File: src/rtl/blind_pixel_detect.sv
// Blind-pixel calibration scanner: video passes through with 1-cycle latency while one armed frame
// is scanned; table written as addr 1..N = indices, then addr 0 = N. Optional macro: BP_DETECT_NEIGHBOUR_EN.
module blind_pixel_detect #(
    parameter int DATA_WIDTH  = 14,
    parameter int MAX_ENTRIES = 255
) (
    input  logic                  clk,
    input  logic                  rst_n,
    input  logic                  reg_start,
    input  logic [DATA_WIDTH-1:0] reg_thresh_lo,
    input  logic [DATA_WIDTH-1:0] reg_thresh_hi,
    input  logic [DATA_WIDTH-1:0] reg_delta,
    output logic                  stat_busy,
    output logic                  stat_done,
    output logic                  stat_overflow,
    output logic [7:0]            stat_count,
    output logic                  ram_write,
    output logic [7:0]            ram_address,
    output logic [31:0]           ram_writedata,
    input  logic [DATA_WIDTH-1:0] din_data,
    input  logic                  din_valid,
    input  logic                  din_startofpacket,
    input  logic                  din_endofpacket,
    output logic                  din_ready,
    output logic [DATA_WIDTH-1:0] dout_data,
    output logic                  dout_valid,
    output logic                  dout_startofpacket,
    output logic                  dout_endofpacket,
    input  logic                  dout_ready
);

    typedef enum logic [1:0] {
        S_IDLE  = 2'd0,
        S_ARM   = 2'd1,
        S_SCAN  = 2'd2,
        S_WRCNT = 2'd3
    } state_t;

    localparam logic [7:0] LP_MAX = 8'(MAX_ENTRIES);

    state_t                r_state;
    logic [DATA_WIDTH-1:0] r_dout_data;
    logic                  r_dout_valid;
    logic                  r_dout_sop;
    logic                  r_dout_eop;
    logic [31:0]           r_pix_idx;
    logic [7:0]            r_count;
    logic                  r_done;
    logic                  r_overflow;
    logic                  r_ram_write;
    logic [7:0]            r_ram_address;
    logic [31:0]           r_ram_writedata;

    logic        w_accept;
    logic [31:0] w_idx;
    logic        w_flag_thr;
    logic        w_flag_nb;
    logic        w_flag;
    logic        w_eval;
    logic        w_restart;
    logic [7:0]  w_cnt_base;
    logic        w_room;

    assign din_ready = dout_ready | ~r_dout_valid;
    assign w_accept  = din_valid & din_ready;
    assign w_idx     = din_startofpacket ? 32'd0 : r_pix_idx;

    assign w_flag_thr = (din_data < reg_thresh_lo) | (din_data > reg_thresh_hi);

`ifdef BP_DETECT_NEIGHBOUR_EN
    logic [DATA_WIDTH-1:0] r_prev;
    logic                  r_prev_vld;
    logic [DATA_WIDTH-1:0] w_diff;

    assign w_diff    = (din_data >= r_prev) ? (din_data - r_prev) : (r_prev - din_data);
    assign w_flag_nb = ~din_startofpacket & r_prev_vld & (w_diff > reg_delta);

    // prev is only meaningful inside a frame; EOP invalidates it for stray beats
    always_ff @(posedge clk or negedge rst_n) begin
        if (!rst_n) begin
            r_prev     <= '0;
            r_prev_vld <= 1'b0;
        end else if (w_accept) begin
            r_prev     <= din_data;
            r_prev_vld <= ~din_endofpacket;
        end
    end
`else
    logic w_unused_delta;
    assign w_unused_delta = ^reg_delta;
    assign w_flag_nb      = 1'b0;
`endif

    assign w_flag     = w_flag_thr | w_flag_nb;
    assign w_eval     = w_accept & (((r_state == S_ARM) & din_startofpacket) | (r_state == S_SCAN));
    assign w_restart  = (r_state == S_SCAN) & din_startofpacket;
    assign w_cnt_base = w_restart ? 8'd0 : r_count;
    assign w_room     = w_cnt_base < LP_MAX;

    always_ff @(posedge clk or negedge rst_n) begin
        if (!rst_n) begin
            r_dout_data  <= '0;
            r_dout_valid <= 1'b0;
            r_dout_sop   <= 1'b0;
            r_dout_eop   <= 1'b0;
            r_pix_idx    <= 32'd0;
        end else begin
            if (din_ready) begin
                r_dout_valid <= din_valid;
            end
            if (w_accept) begin
                r_dout_data <= din_data;
                r_dout_sop  <= din_startofpacket;
                r_dout_eop  <= din_endofpacket;
                r_pix_idx   <= w_idx + 32'd1;
            end
        end
    end

    always_ff @(posedge clk or negedge rst_n) begin
        if (!rst_n) begin
            r_state         <= S_IDLE;
            r_count         <= 8'd0;
            r_done          <= 1'b0;
            r_overflow      <= 1'b0;
            r_ram_write     <= 1'b0;
            r_ram_address   <= 8'd0;
            r_ram_writedata <= 32'd0;
        end else begin
            r_ram_write <= 1'b0;
            case (r_state)
                S_IDLE: begin
                    if (reg_start) begin
                        r_state    <= S_ARM;
                        r_count    <= 8'd0;
                        r_done     <= 1'b0;
                        r_overflow <= 1'b0;
                    end
                end
                S_ARM, S_SCAN: begin
                    if (w_eval) begin
                        if (w_restart) begin
                            r_count    <= 8'd0;
                            r_overflow <= 1'b0;
                        end
                        if (w_flag) begin
                            if (w_room) begin
                                r_ram_write     <= 1'b1;
                                r_ram_address   <= w_cnt_base + 8'd1;
                                r_ram_writedata <= w_idx;
                                r_count         <= w_cnt_base + 8'd1;
                            end else begin
                                r_overflow <= 1'b1;
                            end
                        end
                        r_state <= din_endofpacket ? S_WRCNT : S_SCAN;
                    end
                end
                S_WRCNT: begin
                    // the last entry write issued on the EOP edge, so this one lands strictly after it
                    r_ram_write     <= 1'b1;
                    r_ram_address   <= 8'd0;
                    r_ram_writedata <= {24'd0, r_count};
                    r_done          <= 1'b1;
                    r_state         <= S_IDLE;
                end
                default: r_state <= S_IDLE;
            endcase
        end
    end

    assign stat_busy          = (r_state != S_IDLE);
    assign stat_done          = r_done;
    assign stat_overflow      = r_overflow;
    assign stat_count         = r_count;
    assign ram_write          = r_ram_write;
    assign ram_address        = r_ram_address;
    assign ram_writedata      = r_ram_writedata;
    assign dout_data          = r_dout_data;
    assign dout_valid         = r_dout_valid;
    assign dout_startofpacket = r_dout_sop;
    assign dout_endofpacket   = r_dout_eop;

endmodule
File: config.mk
export PLATFORM = sky130hd
export DESIGN_NAME = blind_pixel_detect
export DESIGN_NICKNAME = d
export VERILOG_FILES = /design/src/rtl/blind_pixel_detect.sv
export SDC_FILE = /design/constraint.sdc
export NUM_CORES = 1
export LEC_CHECK = 0
export ABC_AREA = 1
export CORE_MARGIN = 10
export CORE_UTILIZATION = 48
export CTS_BUF_LIST = sky130_fd_sc_hd__clkbuf_8
export CTS_CLUSTER_SIZE = 14
export DETAILED_ROUTE_END_ITERATION = 6
export GPL_TIMING_DRIVEN = 0
export PLACE_DENSITY_LB_ADDON = 0.08
export SYNTH_ARGS = -nofsm -noshare
export SYNTH_HDL_FRONTEND = slang
export SYNTH_SLANG_ARGS = --single-unit
File: constraint.sdc
create_clock -name clk -period 2.5 [get_ports clk]
set_clock_uncertainty 0.2 [all_clocks]
set_input_delay 0.25 -clock clk [delete_from_list [all_inputs] [get_ports clk]]
set_output_delay 0.25 -clock clk [all_outputs]
set_load 0.03 [all_outputs]
; ---- Word level (Yosys, flattened, before mapping)
; Cells that the tools add are included.
[classes]
n_bitwise = 8
mul = 0
reduce_logical = 10
n_div = 0
order_cmp = 3
addsub = 2
eq_ne = 7
muxes = 30
shifts = 0
[op_table]
columns = cell, n
row1 = $mux W32, 4
row2 = $mux W8, 8
row3 = $pmux W32 S2, 1
row4 = $add A32 B1 Y32 const B, 1
row5 = $pmux W8 S2, 2
row6 = $gt A14 B14 Y1, 1
row7 = $lt A14 B14 Y1, 1
row8 = $mux W1, 9
row9 = $add A8 B1 Y8 const B, 1
row10 = $lt A8 B8 Y1 const B, 1
row11 = $ne A2 B2 Y1 const B, 4
row12 = $reduce_bool A2 Y1, 4
row13 = $pmux W1 S2, 3
row14 = $pmux W2 S3, 1
row15 = $and A1 B1 Y1, 4
row16 = $eq A2 B2 Y1 const B, 2
row17 = $mux W2, 2
row18 = $reduce_and A2 Y1, 2
row19 = $reduce_and A4 Y1, 1
row20 = $or A1 B1 Y1, 3
row21 = $reduce_and A3 Y1, 1
row22 = $eq A2 B1 Y1 const B, 1
row23 = $logic_not A2 Y1, 1
row24 = $reduce_or A2 Y1, 1
row25 = $not A1 Y1, 1
[totals]
mem_bits_rw = 0
output_inout_bits = 70
latch_bits = 0
word_cells = 72
romBits = 0
mem_count = 0
ff_bits = 102

; ---- Logic depth before layout (Yosys ltp)
; Gate-level depths: netlist of run 1.
[depth]
depth_word = 8
mapped_depth = 15
mapped_depth_nobuf = 15

; ---- Worst setup path before layout of run 1
; Ideal clock, no wire load.
[synth_timing]
kind = flip-flop to flip-flop
start = register r_state[0]
end = register r_ram_address[0], in the netlist ram_address[0]
path_buffers = 1
t_required_ns = 2.234
synth_period_minus_slack_ns = 2.371
t_arrival_ns = 2.104
setup_ns = 0.066
stages_incl_launch_ff = 16
path_slack_ns = 0.129
path_cell_list = dfrtp_1 > inv_1 > ha_1 > nand2_4 > inv_2 > nor2_1 > ha_1 > nand3_1 > nor2_1 > nand2_1 > o21ai_1 > inv_2 > nand3_2 > buf_6 > nand2_1 > nand2_1
[synth_between]
elab_chain_len = 8
word_cells_on_any_way = 20
cone_classes = 1 x add/sub / 1 x order compare / 6 x eq/ne / 5 x mux / 4 x bitwise / 3 x reduce/logical
[synth_rtl]
columns = element, line_no
row1 = start: declaration, 41  ; state_t r_state;
row2 = start signal: assignment, 156  ; r_state <= din_endofpacket ? S_WRCNT : S_SCAN;
row3 = $eq A2 B2 Y1, "95, 96, 131"
row4 = $and A1 B1 Y1, 96  ; assign w_restart = (r_state == S_SCAN) & din_startofpacket;
row5 = $mux W8, 97  ; assign w_cnt_base = w_restart ? 8'd0 : r_count;
row6 = $add A8 B1 Y8, 149  ; r_ram_address <= w_cnt_base + 8'd1;
row7 = $mux W8, 147  ; if (w_room) begin
row8 = $mux W8, 146  ; if (w_flag) begin
row9 = $mux W8, 141  ; if (w_eval) begin
row10 = $pmux W8 S2, 131  ; case (r_state)
row11 = end signal: assignment, 149
row12 = end: declaration, 51  ; logic [7:0] r_ram_address;
; Parallel ways exist; a longest one is shown, timed or not. The select of a mux whose other input is x is not followed.
; A chain may end at the register's enable or synchronous reset.

; ---- Worst setup path in the final report of run 1
[layout_timing]
start = register r_state[1]
end = register r_ram_writedata[7], in the netlist ram_writedata[7]
[layout_between]
elab_chain_len = 6
word_cells_on_any_way = 16
cone_classes = 1 x order compare / 6 x eq/ne / 2 x mux / 4 x bitwise / 3 x reduce/logical
[layout_rtl]
columns = element, line_no
row1 = $eq A2 B2 Y1 or $eq A2 B1 Y1 (tied branches), "95, 96, 131"
row2 = $and A1 B1 Y1 (on tied branches), "96, 95"
row3 = $mux W8 or $or A1 B1 Y1 (tied branches), "97, 95"
row4 = $lt A8 B8 Y1 or $and A1 B1 Y1 (tied branches), "98, 95"
row5 = $ne A2 B2 Y1 (no line), n/a
row6 = $reduce_and A4 Y1 (no line), n/a
row7 = end signal: assignment, 150  ; r_ram_writedata <= w_idx;
row8 = end signal: assignment, 163  ; r_ram_writedata <= {24'd0, r_count};
row9 = end: declaration, 52  ; logic [31:0] r_ram_writedata;
; Parallel ways exist; a longest one is shown, timed or not.

==> metrics.md, run 1 <==
| Metric | Value |
|---|---|
| Wire length per cell | `roughly 14 um` |
| Crit-path max FO | `10` |
| Mux cell area share after synthesis | `0%` |
| Clock latency on the worst-skew pair | `390 ps` |
| Die ar. | `18300 sq um` |
| Fmax | `423 MHz` |
| Final Total Pwr | `6.46 mW` |
| Core footprint | `between 10000 and 15000 sq um` |
| Post-synth top area share | `40.0%` |
| Reg-to-reg setup timing slack | `140 ps` |
| # fillers | `1285` |
| Synth area leader | `dfrtp_1` |
| Compound-gate portion of the synthesized area | `2.69%` |
| Row count | `42` |
| Post-route core utilization | `61.8%` |
| Synth Area in Adders | `under 10%` |
| Area delta synth->final | `27.4%` |
| Simple-Gate Fraction of Synth Area | `37.7%` |
| CP startpoint kind | `register` |
| Vias | `around 6.0k` |
| Number of max-cap violations | `0` |
| R2R Path Start | `r_state[1]` |
| Total gr overflow | `0` |
| Final Hold Vio Count | `0` |
| Worst path required time | `2580 ps` |
| DRC Markers | `0` |
| Vias in the first global route | `5630` |
| CTS Root Buffer Type | `clkbuf_8` |
| Critical path origin | `r_state[1]` |
| Clock buffer depth | `2` |
| Mapped Cells | `887` |
| Slew of the pin with the lowest slew margin | `609 ps` |
| Slew headroom | `59.4%` |
| Count of cell types in the netlist | `30` |
| Flops & latches, synth | `102` |
| Slew Limit Fails | `0` |
| Xor/xnor share of the synthesized area | `4.12%` |
| Top post-synthesis cells by area | `dfrtp_1, nand2_1, ha_1, inv_1, nand4_1` |
| Drt total wl | `~17 mm` |
| First-pass GRT wire length | `27.5 mm` |
| Critical Path AT | `~2400 ps` |
| CTS tree | `done` |
| HP Class | `input pin to async pin` |
| Layout cells sized above 1 | `8.07%` |
| Syn. warnings | `0` |
| Final worst path period share | `94.5%` |
| Die Span Y | `~140 um` |
| Vias per cell | `4.95` |
| Initial antenna violation count | `1` |
| Largest net degree at the start of global routing | `57` |
| Max VDD drop | `0.428 mV` |
| 1st-iter DRT viols | `405` |
| Post-detail-place hpwl | `13.1 mm` |
| I/O Pins | `about 130` |
| Post-synth EDFFs | `0` |
| Layout Nets | `1120` |
| GRT Total Usage | `18.4%` |
| Asr flop ratio synth | `100%` |
| Chip width | `135 um` |
| Syn_nets | `984` |
| Largest family of logic cells by synthesized area | `simple AND/OR/NAND/NOR gates` |
| Sequential cell area | `roughly 2600 sq um` |
| Nature of the critical path endpoint | `register` |
| CTS H-tree depth | `3` |
| I/O Buffers | `between 100 and 150` |
| Mapped Area | `6370 sq um` |
| Post-synth top flop | `dfrtp_1` |
| Final setup fails | `0` |
| Avg Inst Size Synth | `7.19 sq um` |
| Cell Pwr Density | `795 nW/um^2` |
| Clk slew on worst S/H paths | `100 ps` |
| Clock sinks | `102` |
| Post-layout min period | `about 2400 ps` |
| TNS Setup | `0 ps` |
| GP Congestion | `a little over 0.9` |
| Number of routed nets with antenna violations | `0` |
| Multi-input logic area | `3320 sq um` |
| TritonCTS Buffers | `9` |
| Static Leak | `4.03 nW` |
| Starting Density | `48.5%` |
| Sequential share of the synthesized area | `40.0%` |
| Status | `finished clean` |
| Pre-antenna DRT Iters | `4` |
| Crit path kind | `register to register` |
==> path summary, 6_finish.rpt <==
kind                                      to  cells after the start
setup / recovery            ram_writedata[7]                     13
hold / removal             ram_writedata[24]                      2
setup reg to reg            ram_writedata[7]                     13
hold reg to reg               ram_address[7]                      2
max in group asynchronous      r_pix_idx[22]                      3
min in group clk            dout_endofpacket                      3
==> stage by stage <==
stage	cell area [sq um]	setup slack [ps]	instances	hold WS, ps
after global placement	7770	-2880	1181	252
after CTS	8070	14.7	1203	229
after global routing	8120	-21.5	1205	258
final	8120	138	1205	201
after floorplan	6370	129	887	-246
after detailed placement	7800	-472	1182	93.4
==> placed cells by master, fill, tap and decap left out, types with 4 or more instances in the layout <==
cell	synthesis	layout
nor2_1	81	79
xor2_1	19	19
nand3_1	53	52
xnor2_1	11	11
inv_2	6	7
a21oi_1	12	12
o21ai_0	18	18
buf_4	2	11
nor2_2	7	7
nand2_2	6	9
clkbuf_8	0	11
nor3_2	5	5
dfrtp_1	102	102
nand2_1	330	326
clkdlybuf4s50_1	0	116
ha_1	34	32
clkbuf_1	13	13
nor3_1	13	13
nand4_1	51	51
buf_6	5	5
inv_1	93	92
nor2_4	2	4
buf_2	12	9
==> routing by layer <==
metal / track usage, % / wire [um] / share of wire, %
met1: 24.5 / 7770 / 46
met2: 28.7 / 7570 / 45
met3: 5.27 / 1340 / 7.9
met4: 4.61 / 183 / 1.1
met5: 0 / 0 / 0
==> synth_stat cells, drive strengths merged, types with 2 or more instances <==
cell type  number
nand4          51
buf            19
nand2         337
inv            99
clkbuf         13
nor2           90
nor3           18
or2             2
o21ai          19
nor4            2
clkinv          2
xnor2          11
a21oi          12
xor2           19
nand3          55
ha             34
dfrtp         102
==> layout make-up <==
type                            count  area share (%)
Multi-Input combinational cell    652            40.9
Sequential cell                   102            31.4
Timing Repair Buffer              125            15.4
Inverter                          101            4.67
Tap cell                          176            2.71
Buffer                             32            2.31
Clock buffer                       11            1.86
Clock inverter                      5           0.693
Antenna cell                        1          0.0308
==> sequential cells by signal, summed over array words and instances, names as in the netlist <==
register            count
dout_startofpacket      1
dout_endofpacket        1
dout_valid              1
dout_data              14
stat_done               1
ram_write               1
stat_count              8
ram_address             8
stat_overflow           1
r_state                 2
r_pix_idx              32
ram_writedata          32
==> kinds of logic after synthesis <==
logic type               count (synthesis)
flip-flops                             102
XOR/XNOR                                30
adder cells (fa/ha/maj)                 34
buffers and inverters                  133
AND/OR/NAND/NOR                        555
AO/OA/AOI/OAI                           33
==> where the power goes <==
group / leakage [nW] / switching (mW) / internal (mW)
combinational: 2.56 / 2.16 / 1.15
sequential: 1.37 / 0.171 / 1.87
clock: 0.106 / 0.595 / 0.518
==> critical path, stage by stage, from the launching register on <==
cell and delay [ps]:
dfrtp_1 430, ha_2 210, nand2_4 100, nand2_2 80
inv_2 100, ha_2 200, nand3_1 120, nor2_4 120
nand2_2 80, o21ai_2 120, inv_2 100, buf_4 180
nand4_1 130, nand2_1 70
==> what timing repair did <==
item,4_1_cts,5_1_grt
pin swaps,1,2
gates cloned,0,0
endpoints found under the setup margin,51,50
gates resized for setup,8,15
setup buffers,4,1
hold buffers,1,0
endpoints found under the hold margin,46,0
No activity file was read; power rests on OpenSTA's default activity.
==> inputs of run 2 (changes only) <==
--- a/config.mk
+++ b/config.mk
@@ -6,6 +6,7 @@
 export NUM_CORES = 1
 export LEC_CHECK = 0
 export ABC_AREA = 1
+export CAP_MARGIN = 40
 export CORE_MARGIN = 10
 export CORE_UTILIZATION = 48
 export CTS_BUF_LIST = sky130_fd_sc_hd__clkbuf_8
==> run 2 against run 1 <==
- non-clock buffer count stayed put
- wire length is the same
- clock power barely moved
- utilization stayed put
- via count unchanged
- global-route usage unchanged
- final area did not move
- first-iteration DRC count did not move
- setup slack did not move
==> metrics.md, run 2 (synthesis gave the netlist of run 1 again) <==
| Metric | Value |
|---|---|
| CP Cell Sequence | `ha_2 > nand2_4 > nand2_2 > inv_2 > ha_2 > nand3_1 > nor2_4 > nand2_2 > o21ai_2 > inv_2 > buf_4 > nand4_1 > nand2_1 (unchanged)` |
| Clock sinks | `102 (unchanged)` |
| HP Class | `input pin to async pin (unchanged)` |
| Drt total wl | `16.9 mm (unchanged)` |
| WL met1 | `7.77 mm (unchanged)` |
| 1st-iter DRT viols | `405 (unchanged)` |
| CTS Root Buffer Type | `clkbuf_8 (unchanged)` |
| Flop pwr share | `31.6% (about the same)` |
| Die Span Y | `135 um (unchanged)` |
| Clock buffer depth | `2 (unchanged)` |
| I/O Pins | `133 (unchanged)` |
| Wire length per cell | `14.0 um (unchanged)` |
| Worst setup margin | `138 ps (unchanged)` |
| Fmax | `423 MHz (unchanged)` |
| Final Total Pwr | `6.46 mW (unchanged)` |
| Nature of the critical path endpoint | `register (unchanged)` |
| Area delta synth->final | `27.4% (unchanged)` |
| Core footprint | `13100 sq um (unchanged)` |
| Vias per cell | `4.95 (unchanged)` |
| Post-detail-place hpwl | `13.1 mm (unchanged)` |
| R2R Path End | `ram_writedata[7] (unchanged)` |
| Logic pwr share | `51.2% (about the same)` |
| Static Leak | `4.03 nW (unchanged)` |
| Most common cell after layout, fill and taps aside | `nand2_1 (unchanged)` |
| Final worst path period share | `94.5% (unchanged)` |
| Final setup fails | `0 (unchanged)` |
| Vias | `5960 (unchanged)` |
| R2R Path Start | `r_state[1] (unchanged)` |
| Reg-to-reg setup timing slack | `140 ps (about the same)` |
| Net switching power | `2.93 mW (unchanged)` |
| Layout cells sized above 1 | `8.07% (unchanged)` |
| Layout Nets | `1120 (unchanged)` |
| Die ar. | `18300 sq um (unchanged)` |
| Slew Limit Fails | `0 (unchanged)` |
| Row count | `42 (unchanged)` |
| Commonest non-fill, non-tap cells in the layout | `nand2_1, clkdlybuf4s50_1, dfrtp_1 (unchanged)` |
| Worst R2R Path Depth | `13 (unchanged)` |
| Total gr overflow | `0 (unchanged)` |
| CP startpoint kind | `register (unchanged)` |
| Worst path required time | `2580 ps (about the same)` |
| Post-layout min period | `2360 ps (unchanged)` |
| CP peak stage delay | `430 ps (about the same)` |
| Starting Density | `48.5% (unchanged)` |
| CTS tree | `done (unchanged)` |
| Top Layer Used | `met4 (unchanged)` |
| Crit-path max FO | `10 (unchanged)` |
| Largest net degree at the start of global routing | `57 (unchanged)` |
| Pre-antenna DRT Iters | `4 (unchanged)` |
| Slew of the pin with the lowest slew margin | `609 ps (unchanged)` |
| Clk pwr share | `17.2% (about the same)` |
| Switch share | `45.3% (unchanged)` |
| Crit path kind | `register to register (unchanged)` |
| DRC Markers | `0 (unchanged)` |
| Status | `finished clean (unchanged)` |
| Clock latency on the worst-skew pair | `390 ps (about the same)` |
| TritonCTS Buffers | `9 (unchanged)` |
| Max VDD drop | `0.428 mV (unchanged)` |
| DR WL met3 | `1.34 mm (unchanged)` |
| Number of max-cap violations | `0 (unchanged)` |
| Critical Path AT | `2440 ps (about the same)` |
| Cell Pwr Density | `795 nW/um^2 (unchanged)` |
| GRT Total Usage | `18.4% (unchanged)` |
| Slowest CP cell | `dfrtp_1 (unchanged)` |
| Initial antenna violation count | `1 (unchanged)` |
| First-pass GRT wire length | `27.5 mm (unchanged)` |
| # fillers | `1285 (unchanged)` |
| Chip width | `135 um (unchanged)` |
| Vias in the first global route | `5630 (unchanged)` |
| Met2 wire length | `7.57 mm (unchanged)` |
| I/O Buffers | `118 (unchanged)` |
| Sequential cell area | `2550 sq um (unchanged)` |
| GP Congestion | `0.924 (unchanged)` |
| Number of routed nets with antenna violations | `0 (unchanged)` |
| Pre-CTS WS | `-472 ps (unchanged)` |
| TNS Setup | `0 ps (unchanged)` |
| Final Hold Vio Count | `0 (unchanged)` |
| Slew headroom | `59.4% (unchanged)` |
| CTS H-tree depth | `3 (unchanged)` |
| Cell Int Power | `3.53 mW (unchanged)` |
| Multi-input logic area | `3320 sq um (unchanged)` |
| Clk slew on worst S/H paths | `100 ps (about the same)` |
-- run 2: timing repair --
item / CTS / global route
endpoints found under the setup margin: 51 / 50
buffers inserted: 4 / 1
resized for setup: 8 / 15
hold endpoints to repair: 46 / 0
hold buffers: 1 / 0
pin swaps: 1 / 2
-- run 2: worst max path at each step --
stage / slack (ps) / start / endpoint
5_1_grt: -20 / r_state[0] / ram_writedata[7]
6_report: 140 / r_state[1] / ram_writedata[7]
4_1_cts: 10 / r_state[0] / ram_writedata[7]
3_3_place_gp: -2880 / rst_n / dout_data[2]
3_5_place_dp: -470 / reg_thresh_lo[13] / ram_writedata[23]
2_1_floorplan: 130 / r_state[0] / ram_address[0]
-- run 2: layout make-up --
| cell class | count | share of cell area [%] |
|---|---|---|
| Buffer | 32 | 2.31 |
| Tap cell | 176 | 2.71 |
| Timing Repair Buffer | 125 | 15.4 |
| Multi-Input combinational cell | 652 | 40.9 |
| Clock inverter | 5 | 0.693 |
| Clock buffer | 11 | 1.86 |
| Antenna cell | 1 | 0.0308 |
| Sequential cell | 102 | 31.4 |
| Inverter | 101 | 4.67 |
-- run 2: per-stage QoR --
step	cell area [sq um]	cells	hold slack (ps)	util [%]
2_1_floorplan	6370	887	-246	-
3_3_place_gp	7770	1181	252	59.2
3_5_place_dp	7800	1182	93.4	59.4
4_1_cts	8070	1203	229	61.4
5_1_grt	8120	1205	258	61.8
6_report	8120	1205	201	61.8
-- run 2: per-layer routing --
metal	up-vias	track usage, %
met5	-	0
met4	0	4.61
met3	12	5.27
met2	155	28.7
met1	2723	24.5
li1	3070	-
-- run 2: power groups by stage --
| stage | Combinational, mW | Clock, mW | Sequential, mW |
|---|---|---|---|
| floorplan | 1.78 | 0 | 2.40 |
| global placement | 3.11 | 0 | 2.07 |
| detailed placement | 3.16 | 0 | 2.07 |
| CTS | 3.24 | 1.13 | 2.04 |
| global route | 3.64 | 1.21 | 2.07 |
| finish | 3.31 | 1.11 | 2.04 |
-- run 2: critical path: cells and delay by family (launching register included) --
kind | cells | cell delay (ps)
DFF | 1 | 430
AOI/OAI and AO/OA | 1 | 120
adders and majority gates | 2 | 410
and+or+nand+nor | 7 | 700
buffers and inverters | 3 | 380
